<file path="src/rtl/store_narrow_unit.sv">
// Store narrowing unit: turns SB/SH/SW pipeline stores into word-aligned,
// lane-replicated memory writes with byte enables, alignment checks and an ack timeout.
module store_narrow_unit #(
   parameter int TIMEOUT_CYCLES = 15
) (
   input  logic        clk,
   input  logic        reset,
   input  logic        st_valid,
   output logic        st_ready,
   input  logic [1:0]  st_size,
   input  logic [31:0] st_addr,
   input  logic [31:0] st_data,
   output logic        mem_req,
   output logic [31:0] mem_addr,
   output logic [31:0] mem_wdata,
   output logic [3:0]  mem_be,
   input  logic        mem_ack,
   output logic        done,
   output logic        err,
   output logic [1:0]  err_code
);

   localparam int CW = $clog2(TIMEOUT_CYCLES + 1);

   typedef enum logic [2:0] {
      S_IDLE,
      S_CHECK,
      S_REQ,
      S_DONE,
      S_ERR
   } state_t;

   state_t      state_q, state_d;
   logic [1:0]  size_q, size_d;
   logic [31:0] addr_q, addr_d;
   logic [31:0] data_q, data_d;
   logic [CW-1:0] cnt_q, cnt_d;
   logic [31:0] maddr_q, maddr_d;
   logic [31:0] wdata_q, wdata_d;
   logic [3:0]  be_q, be_d;
   logic [1:0]  code_q, code_d;

   logic [31:0] lane_wdata;
   logic [3:0]  lane_be;
   logic        misaligned;

   // Little-endian lane placement of the captured store.
   always_comb begin
      lane_wdata = data_q;
      lane_be    = 4'b1111;
      misaligned = 1'b0;
      unique case (size_q)
         2'b00: begin
            lane_wdata = {4{data_q[7:0]}};
            lane_be    = 4'b0001 << addr_q[1:0];
         end
         2'b01: begin
            lane_wdata = {2{data_q[15:0]}};
            lane_be    = addr_q[1] ? 4'b1100 : 4'b0011;
            misaligned = addr_q[0];
         end
         2'b10: begin
            misaligned = (addr_q[1:0] != 2'b00);
         end
         default: begin
            lane_wdata = data_q;
            lane_be    = 4'b0000;
         end
      endcase
   end

   always_comb begin
      state_d = state_q;
      size_d  = size_q;
      addr_d  = addr_q;
      data_d  = data_q;
      cnt_d   = cnt_q;
      maddr_d = maddr_q;
      wdata_d = wdata_q;
      be_d    = be_q;
      code_d  = code_q;
      unique case (state_q)
         S_IDLE: begin
            if (st_valid) begin
               size_d  = st_size;
               addr_d  = st_addr;
               data_d  = st_data;
               state_d = S_CHECK;
            end
         end
         S_CHECK: begin
            if (size_q == 2'b11) begin
               code_d  = 2'b10;
               state_d = S_ERR;
            end else if (misaligned) begin
               code_d  = 2'b01;
               state_d = S_ERR;
            end else begin
               maddr_d = {addr_q[31:2], 2'b00};
               wdata_d = lane_wdata;
               be_d    = lane_be;
               cnt_d   = '0;
               state_d = S_REQ;
            end
         end
         S_REQ: begin
            // An ack on the final allowed cycle still completes the store.
            if (mem_ack) begin
               state_d = S_DONE;
            end else if (cnt_q == CW'(TIMEOUT_CYCLES - 1)) begin
               code_d  = 2'b11;
               state_d = S_ERR;
            end else begin
               cnt_d = cnt_q + CW'(1);
            end
         end
         S_DONE:  state_d = S_IDLE;
         S_ERR:   state_d = S_IDLE;
         default: state_d = S_IDLE;
      endcase
   end

   always_ff @(posedge clk) begin
      if (reset) begin
         state_q <= S_IDLE;
         size_q  <= 2'b00;
         addr_q  <= '0;
         data_q  <= '0;
         cnt_q   <= '0;
         maddr_q <= '0;
         wdata_q <= '0;
         be_q    <= 4'b0000;
         code_q  <= 2'b00;
      end else begin
         state_q <= state_d;
         size_q  <= size_d;
         addr_q  <= addr_d;
         data_q  <= data_d;
         cnt_q   <= cnt_d;
         maddr_q <= maddr_d;
         wdata_q <= wdata_d;
         be_q    <= be_d;
         code_q  <= code_d;
      end
   end

   assign st_ready  = (state_q == S_IDLE);
   assign mem_req   = (state_q == S_REQ);
   assign mem_addr  = maddr_q;
   assign mem_wdata = wdata_q;
   assign mem_be    = (state_q == S_REQ) ? be_q : 4'b0000;
   assign done      = (state_q == S_DONE);
   assign err       = (state_q == S_ERR);
   assign err_code  = (state_q == S_ERR) ? code_q : 2'b00;

endmodule
</file>
<file path="config.mk">
export PLATFORM = sky130hd
export DESIGN_NAME = store_narrow_unit
export DESIGN_NICKNAME = d
export VERILOG_FILES = /design/src/rtl/store_narrow_unit.sv
export SDC_FILE = /design/constraint.sdc
export NUM_CORES = 1
export LEC_CHECK = 0
export CORE_MARGIN = 2
export CORE_UTILIZATION = 40
export CTS_CLUSTER_DIAMETER = 30
export DETAILED_ROUTE_END_ITERATION = 8
export PLACE_DENSITY = 0.67
export SLEW_MARGIN = 5
export SYNTH_ARGS = -nofsm -noshare
export SYNTH_HDL_FRONTEND = slang
export SYNTH_SLANG_ARGS = --single-unit
</file>
<file path="constraint.sdc">
create_clock -name clk -period 5.3 [get_ports clk]
set_input_delay 1.06 -clock clk [delete_from_list [all_inputs] [get_ports clk]]
set_output_delay 1.06 -clock clk [all_outputs]
set_load 0.03 [all_outputs]
</file>
* Word level (Yosys, flattened, before mapping) *
Index checks and enable logic that the tools add are counted.
Widths: inputs -> output; s select.

word-level totals
  output and inout bits = 74
  flip-flop bits (word level) = 141
  logic and storage cells = 60

operators by class
  equality and inequality tests = 16
  bitwise logic cells = 2
  add/subtract/negate cells = 1
  shifts and indexed selects = 1
  reduce and logical (&&, ||, !) cells = 9
  mux-type cells = 22

operators with widths
  operator             count
  $pmux 32 s2          1
  $mux 4               6
  $mux 3               5
  $pmux 4 s3           1
  $mux 2               5
  $ne 2x2->1 const B   5
  $pmux 3 s3           1
  $pmux 4 s2           1
  $eq 3x2->1 const B   2
  $reduce_and 5->1     1
  $add 4x1->4 const B  1
  $eq 2x2->1 const B   2
  $eq 4x4->1 const B   1
  $pmux 2 s2           1
  $reduce_and 2->1     2
  $reduce_and 4->1     1
  $reduce_bool 2->1    2
  $shl 1x2->4 const A  1
  $eq 3x1->1 const B   1
  $eq 3x3->1 const B   1
  $logic_not 3->1      1
  $ne 3x1->1 const B   1
  $ne 3x3->1 const B   1
  $reduce_and 3->1     1
  5 further kinds      6

* Logic depth before layout (Yosys ltp) *
Gate-level depths: netlist of run 1.

  depth in word-level cells = 5
  mapped depth = 9

* Least setup slack after synthesis of run 1 *
OpenSTA, ideal clock, no wires.

  path type = register to output
  from = reg state_q[2]
  to = out err_code[0]
  path buffers = 0
  arrival time = 1.662 ns
  cell stages (with the launch flop) = 3
  setup slack = 2.578 ns
  cell sequence = dfxtp_1 > nor3b_1 > and2_1

between the ends
  cells in the longest elaborated chain, start to end = 2

ends and longest elaborated chain
  element                 RTL line  text
  from (decl)             33        state_t state_q, state_d;
  from (signal assigned)  135       state_q <= state_d;
  $eq 3x3->1              --
  named net err           19        output logic err,
  $mux 2                  154       assign err_code = (state_q == S_ERR) ? code_q : 2'b00;
  to (decl)               20        output logic [1:0] err_code

The timed path passes the listed nets, and every way through them passes these cells.

* Final worst setup path of run 1 *
  from = reg state_q[1]
  to = out mem_be[1]

between the ends
  cells in the longest elaborated chain, start to end = 2

ends and longest elaborated chain
  element     RTL line  text
  $eq 3x2->1  151       assign mem_be = (state_q == S_REQ) ? be_q : 4'b0000;
  $mux 4      151
  to (decl)   16        output logic [3:0] mem_be,

No other way between the ends.

==> results.yml, run 1 <==
sta:
  setup_viol: 0
  finalMaxSlewViolations: 0
  grt_setup_unrepaired: "no"
  tightest_slew_ns: 1.16
  finalSetupTns_ns: 0
  finalClockSkew_ns: 0.00517
  timing.final.crit_period_ns: 3.34
  period_share: 0.630
  slew_headroom: 0.228
  clock.fmax_mhz: 300
  hold_ws_ns: 0.452
  hold_violations: 0
clock_network:
  clkSinkCount: 141
  postCtsSetupRepairBufs: 0
  path_clk_slew_ns: 0.06
  cts_tree: "built"
  clk_latency_ns: 0.41
  cts_hold_buf: 0
  cts_resized: 0
  clock-root-buffer: "clkbuf_16"
  cts_buffer_depth: 2
  cts_made_buffers: 17
  cts_htree_levels: 4
synth:
  synth_async_sr_flop_share: 0
  yosysTopAreaCellShare: 0.525
  synth_ff_type: "dfxtp_1"
  yosys.cell_types.count: 37
  netlist_area_um2: 5370
  ys_seq_area_frac: 0.525
  synth_largest_area_cell: "dfxtp_1"
  ys_ff_latch: 141
  ys_warn_count: 0
  synthCells: 673
  synth_edf_count: 0
  synthTopCellsByArea: "dfxtp_1, nand2_1, a21oi_1"
  synth.avg_cell_area_um2: 7.98
routing:
  route.detailed.drc: 0
  drt-pass1-iter-count: 5
  vias_per_cell: 5.05
  drtIter0Drc: 334
  drt.antenna.violating_nets: 0
  wirelength_um: 14400
  vias: 4923
  routedWlPerCell_um: 14.8
finish:
  final_nets: 861
  final_layout_size_suffix_gt1_frac: 0.0564
  fillCellCount: 1227
  n_antenna_cell: 0
  areaGrowthSynthToFinish_pct: 38.3
hold_path:
  hold_depth: 2
  hold_class: "flop to flop"
power_and_ir_drop:
  totalPowerFinal_mw: 2.76
  power_leakage_nw: 2.62
  peakVddDrop_v: 0.000164
  pwr_density_cell_nw_per_um2: 372
setup_path:
  cpMaxStageDelayCell: "clkdlybuf4s50_1"
  path_class: "flop to output pin"
  start_kind: "flop"
  crit_fanout: 9
  critPathMaxStageDelay_ns: 0.66
  path_cells: "or3b_4, inv_6, and2_1, clkdlybuf4s50_1"
  cp_data_arrival_time_ns: 2.28
  r2r_cells: 6
  cp.required_ns: 4.24
  end_kind: "output pin"
floorplanning:
  start_util: 0.407
  die_w_um: 120
  row_count: 42
  io_pins: 144
  die_area_um2: 14400
  die_height_um: 120
  core_um2: 13200
placement:
  place_congestion: 0.794
  dp_hpwl_um: 9450
  port_buffers: 141
global_routing:
  grt_use_total: 0.203
  grt_pass1_wl_um: 22800
  overflow: 0
  grt_max_degree: 82
  grt_pass1_vias: 4607
  antenna_found_initial: 0
run_status:
  outcome: "completed"
job:
  max_cap_violations: 0
[through the flow]
| step | instance area (um2) | utilization | cells | setup slack [ns] |
|---|---|---|---|---|
| 3_5_place_dp | 6810 | 0.517 | 942 | 2.25 |
| 2_1_floorplan | 5380 | - | 674 | 2.58 |
| 5_1_grt | 7430 | 0.563 | 974 | 1.88 |
| 4_1_cts | 7430 | 0.563 | 974 | 1.96 |
| 3_3_place_gp | 6810 | 0.517 | 942 | 2.28 |
| 6_report | 7430 | 0.563 | 974 | 1.96 |
[cell type report]
class                   instances  area [um2]  area share
clock inverters                11         139      0.0187
inverters                       8        35.0     0.00471
repair buffers                145        1440       0.194
clock buffers                  21         480      0.0646
multi-input cells             472        2300       0.309
well taps                     176         220      0.0296
flip-flops and latches        141        2820       0.380
[per-layer routing]
layer,up-vias,GRT usage,share of wire
li1,2472,-,-
met1,2276,0.277,0.47
met2,161,0.314,0.46
met3,14,0.0494,0.059
met4,0,0.0691,0.011
met5,-,0,0
[synthesized netlist by cell type, types with 3 or more instances]
cell type and n:
nand2_1 219, nor2_1 30, buf_4 4, buf_2 15
nand3_1 8, inv_1 6, clkbuf_1 30, a311oi_1 8
ha_1 6, buf_1 4, a22o_1 8, a211oi_1 18
o21ai_0 9, a21oi_1 119, nor4_1 3, and2_1 7
nor3_1 15, dfxtp_1 141
[state kept, by name, summed over array words and instances (netlist names), 3 cells and up]
signal     cells
addr_q        32
data_q        32
be_q           4
mem_addr      30
mem_wdata     32
state_q        3
cnt_q          4
[worst max-delay path, delay by kind of cell, from the launching register on]
family | cells | cell delay [ns]
buffers and inverters | 2 | 0.77
flip-flops | 1 | 0.48
AND/OR/NAND/NOR | 2 | 0.61
[kinds of logic (layout without fill, tap and decap cells)]
family,count (synthesis),in the layout,share of synthesized area
fa+ha+maj,6,6,0.0140
other cells,1,2,0.000698
compound gates,170,170,0.181
flops,141,141,0.525
simple gates,293,293,0.227
mux,1,1,0.00186
buf+inv,61,185,0.0498
[report_power, final]
group | switching (mW) | internal (mW) | total, mW
Clock | 0.437 | 0.786 | 1.22
Sequential | 0.0436 | 1.12 | 1.17
Combinational | 0.224 | 0.149 | 0.373
[path summary, 6_finish.rpt]
path                            from                        end  slack, ns
max reg2reg   size_q[1]$_SDFFE_PP0P_       be_q[2]$_SDFFE_PP0P_       2.33
min reg2reg  addr_q[19]$_SDFFE_PP0P_  mem_addr[19]$_SDFFE_PP0P_       0.45
min          addr_q[19]$_SDFFE_PP0P_  mem_addr[19]$_SDFFE_PP0P_       0.45
max          state_q[1]$_SDFFE_PP0P_                  mem_be[1]       1.96
[placed cells by master, fill, tap and decap left out, types with 7 or more instances in the layout]
cell type and instances:
nand2_1 218, dfxtp_1 141, clkdlybuf4s50_1 140, a21oi_1 119
nor2_1 30, a211oi_1 18, clkbuf_16 17, nor3_1 15
o21ai_0 9, a22o_1 8, a311oi_1 8, nand3_1 7
Note: power is estimated with default switching activity, not from simulation.
==> run 2, diff against run 1 <==
--- a/config.mk
+++ b/config.mk
@@ -9,7 +9,7 @@
 export CORE_UTILIZATION = 40
 export CTS_CLUSTER_DIAMETER = 30
 export DETAILED_ROUTE_END_ITERATION = 8
-export PLACE_DENSITY = 0.67
+export PLACE_DENSITY = 0.7
 export SLEW_MARGIN = 5
 export SYNTH_ARGS = -nofsm -noshare
 export SYNTH_HDL_FRONTEND = slang
==> constraint.sdc (replaced) <==
create_clock -name clk -period 2.85 [get_ports clk]
set_input_delay 0.57 -clock clk [delete_from_list [all_inputs] [get_ports clk]]
set_output_delay 0.57 -clock clk [all_outputs]
set_load 0.03 [all_outputs]
==> results.yml, run 2 (synthesized netlist as in run 1, its figures left out) <==
run_status:
  outcome: "completed"
sta:
  finalClockSkew_ns: 0.0108
  grt_setup_unrepaired: "no"
  slew_headroom: 0.585
  setup_viol: 0
  finalMaxSlewViolations: 0
  period_share: 0.940
  timing.final.crit_period_ns: 2.68
  finalSetupTns_ns: 0
  hold_violations: 0
  clock.fmax_mhz: 373
  tightest_slew_ns: 0.623
floorplanning:
  die_w_um: 120
  row_count: 42
  die_area_um2: 14400
  start_util: 0.407
  die_height_um: 120
  core_um2: 13200
  io_pins: 144
routing:
  vias_per_cell: 5.17
  drtIter0Drc: 379
  drt.antenna.violating_nets: 0
  wirelength_um: 14700
  vias: 5084
  drt-pass1-iter-count: 4
  routedWlPerCell_um: 15.0
  route.detailed.drc: 0
global_routing:
  overflow: 0
  grt_pass1_wl_um: 23600
  grt_use_total: 0.207
  grt_max_degree: 60
  antenna_found_initial: 0
  grt_pass1_vias: 4868
finish:
  areaGrowthSynthToFinish_pct: 39.4
  final_cells: 983
  final_nets: 870
  final_cell_mix: "nand2_1, dfxtp_1, clkdlybuf4s50_1"
  final_common_cell: "nand2_1"
  final_layout_size_suffix_gt1_frac: 0.0595
  fillCellCount: 1213
  n_antenna_cell: 0
clock_network:
  cts_hold_buf: 0
  path_clk_slew_ns: 0.05
  postCtsSetupRepairBufs: 0
  clk_latency_ns: 0.42
  cts_buffer_depth: 2
  cts_tree: "built"
  clock-root-buffer: "clkbuf_16"
  cts_made_buffers: 17
  cts_resized: 0
  clkSinkCount: 141
  cts_htree_levels: 4
job:
  max_cap_violations: 0
placement:
  port_buffers: 141
  dp_hpwl_um: 9860
  dp.cells: 951
  place_congestion: 0.775
setup_path:
  cp_num_buf_inv: 2
  end_kind: "output pin"
  cp.required_ns: 2.28
  r2r_cells: 7
  crit_family: "buffers and inverters"
  cp_num_cells: 3
  path_cells: "or3b_4, inv_6, clkdlybuf4s50_1"
  cp_data_arrival_time_ns: 2.11
  start_kind: "flop"
  path_class: "flop to output pin"
  critPathMaxStageDelay_ns: 0.67
  cpMaxStageDelayCell: "clkdlybuf4s50_1"
  crit_fanout: 9
power_and_ir_drop:
  peakVddDrop_v: 0.000383
  pwr_density_cell_nw_per_um2: 671
  power_leakage_nw: 2.72
hold_path:
  hold_class: "flop to flop"
  hold_depth: 2
## run 2: worst reg2reg max path, stage by stage (launching register included)
cell and delay (ns):
dfxtp_1 0.38, inv_1 0.08, ha_1 0.26, o211ai_1 0.37, nand3_2 0.57, buf_4 0.45
nand2_1 0.10, a21oi_1 0.07
## run 2: per-layer routing
layer / share of wire / up-vias / track usage
met4: 0.025 / 0 / 0.0890
li1: - / 2493 / -
met1: 0.43 / 2419 / 0.247
met2: 0.50 / 146 / 0.357
met3: 0.049 / 26 / 0.0490
met5: 0 / - / 0
## run 2: cell type report
type                       instances  area (um2)  share of cell area
tap                              176         220              0.0294
sequential                       141        2820               0.377
inverter                           8        35.0             0.00468
timing repair buffer             154        1540               0.206
multi-input combinational        472        2300               0.307
clock inverter                     6        83.8              0.0112
clock buffer                      26         489              0.0653
## run 2: per-stage QoR
step / total power [mW] / cell area, um2 / worst slack [ns] / utilization / hold WS [ns]
2_1_floorplan: 2.62 / 5380 / 0.618 / - / 0.427
3_5_place_dp: 2.93 / 6910 / 0.456 / 0.524 / 0.445
6_report: 5.03 / 7490 / 0.170 / 0.568 / 0.450
5_1_grt: 5.23 / 7490 / 0.0931 / 0.568 / 0.464
4_1_cts: 5.06 / 7480 / 0.0175 / 0.567 / 0.451
3_3_place_gp: 2.91 / 6910 / 0.517 / 0.524 / 0.435
## run 2: where the power goes
group	internal (mW)	leakage, nW	switching, mW
combinational	0.296	1.29	0.426
sequential	2.09	1.15	0.0795
clock	1.35	0.282	0.781
## run 2: path summary, 6_finish.rpt
check	slack (ns)	from	to
worst max-delay path	0.17	state_q[1]$_SDFFE_PP0P_	mem_req
worst min-delay path	0.45	addr_q[17]$_SDFFE_PP0P_	mem_addr[17]$_SDFFE_PP0P_
worst max register to register	0.42	size_q[0]$_SDFFE_PP0P_	mem_addr[31]$_SDFFE_PP0P_
worst min register to register	0.45	addr_q[17]$_SDFFE_PP0P_	mem_addr[17]$_SDFFE_PP0P_
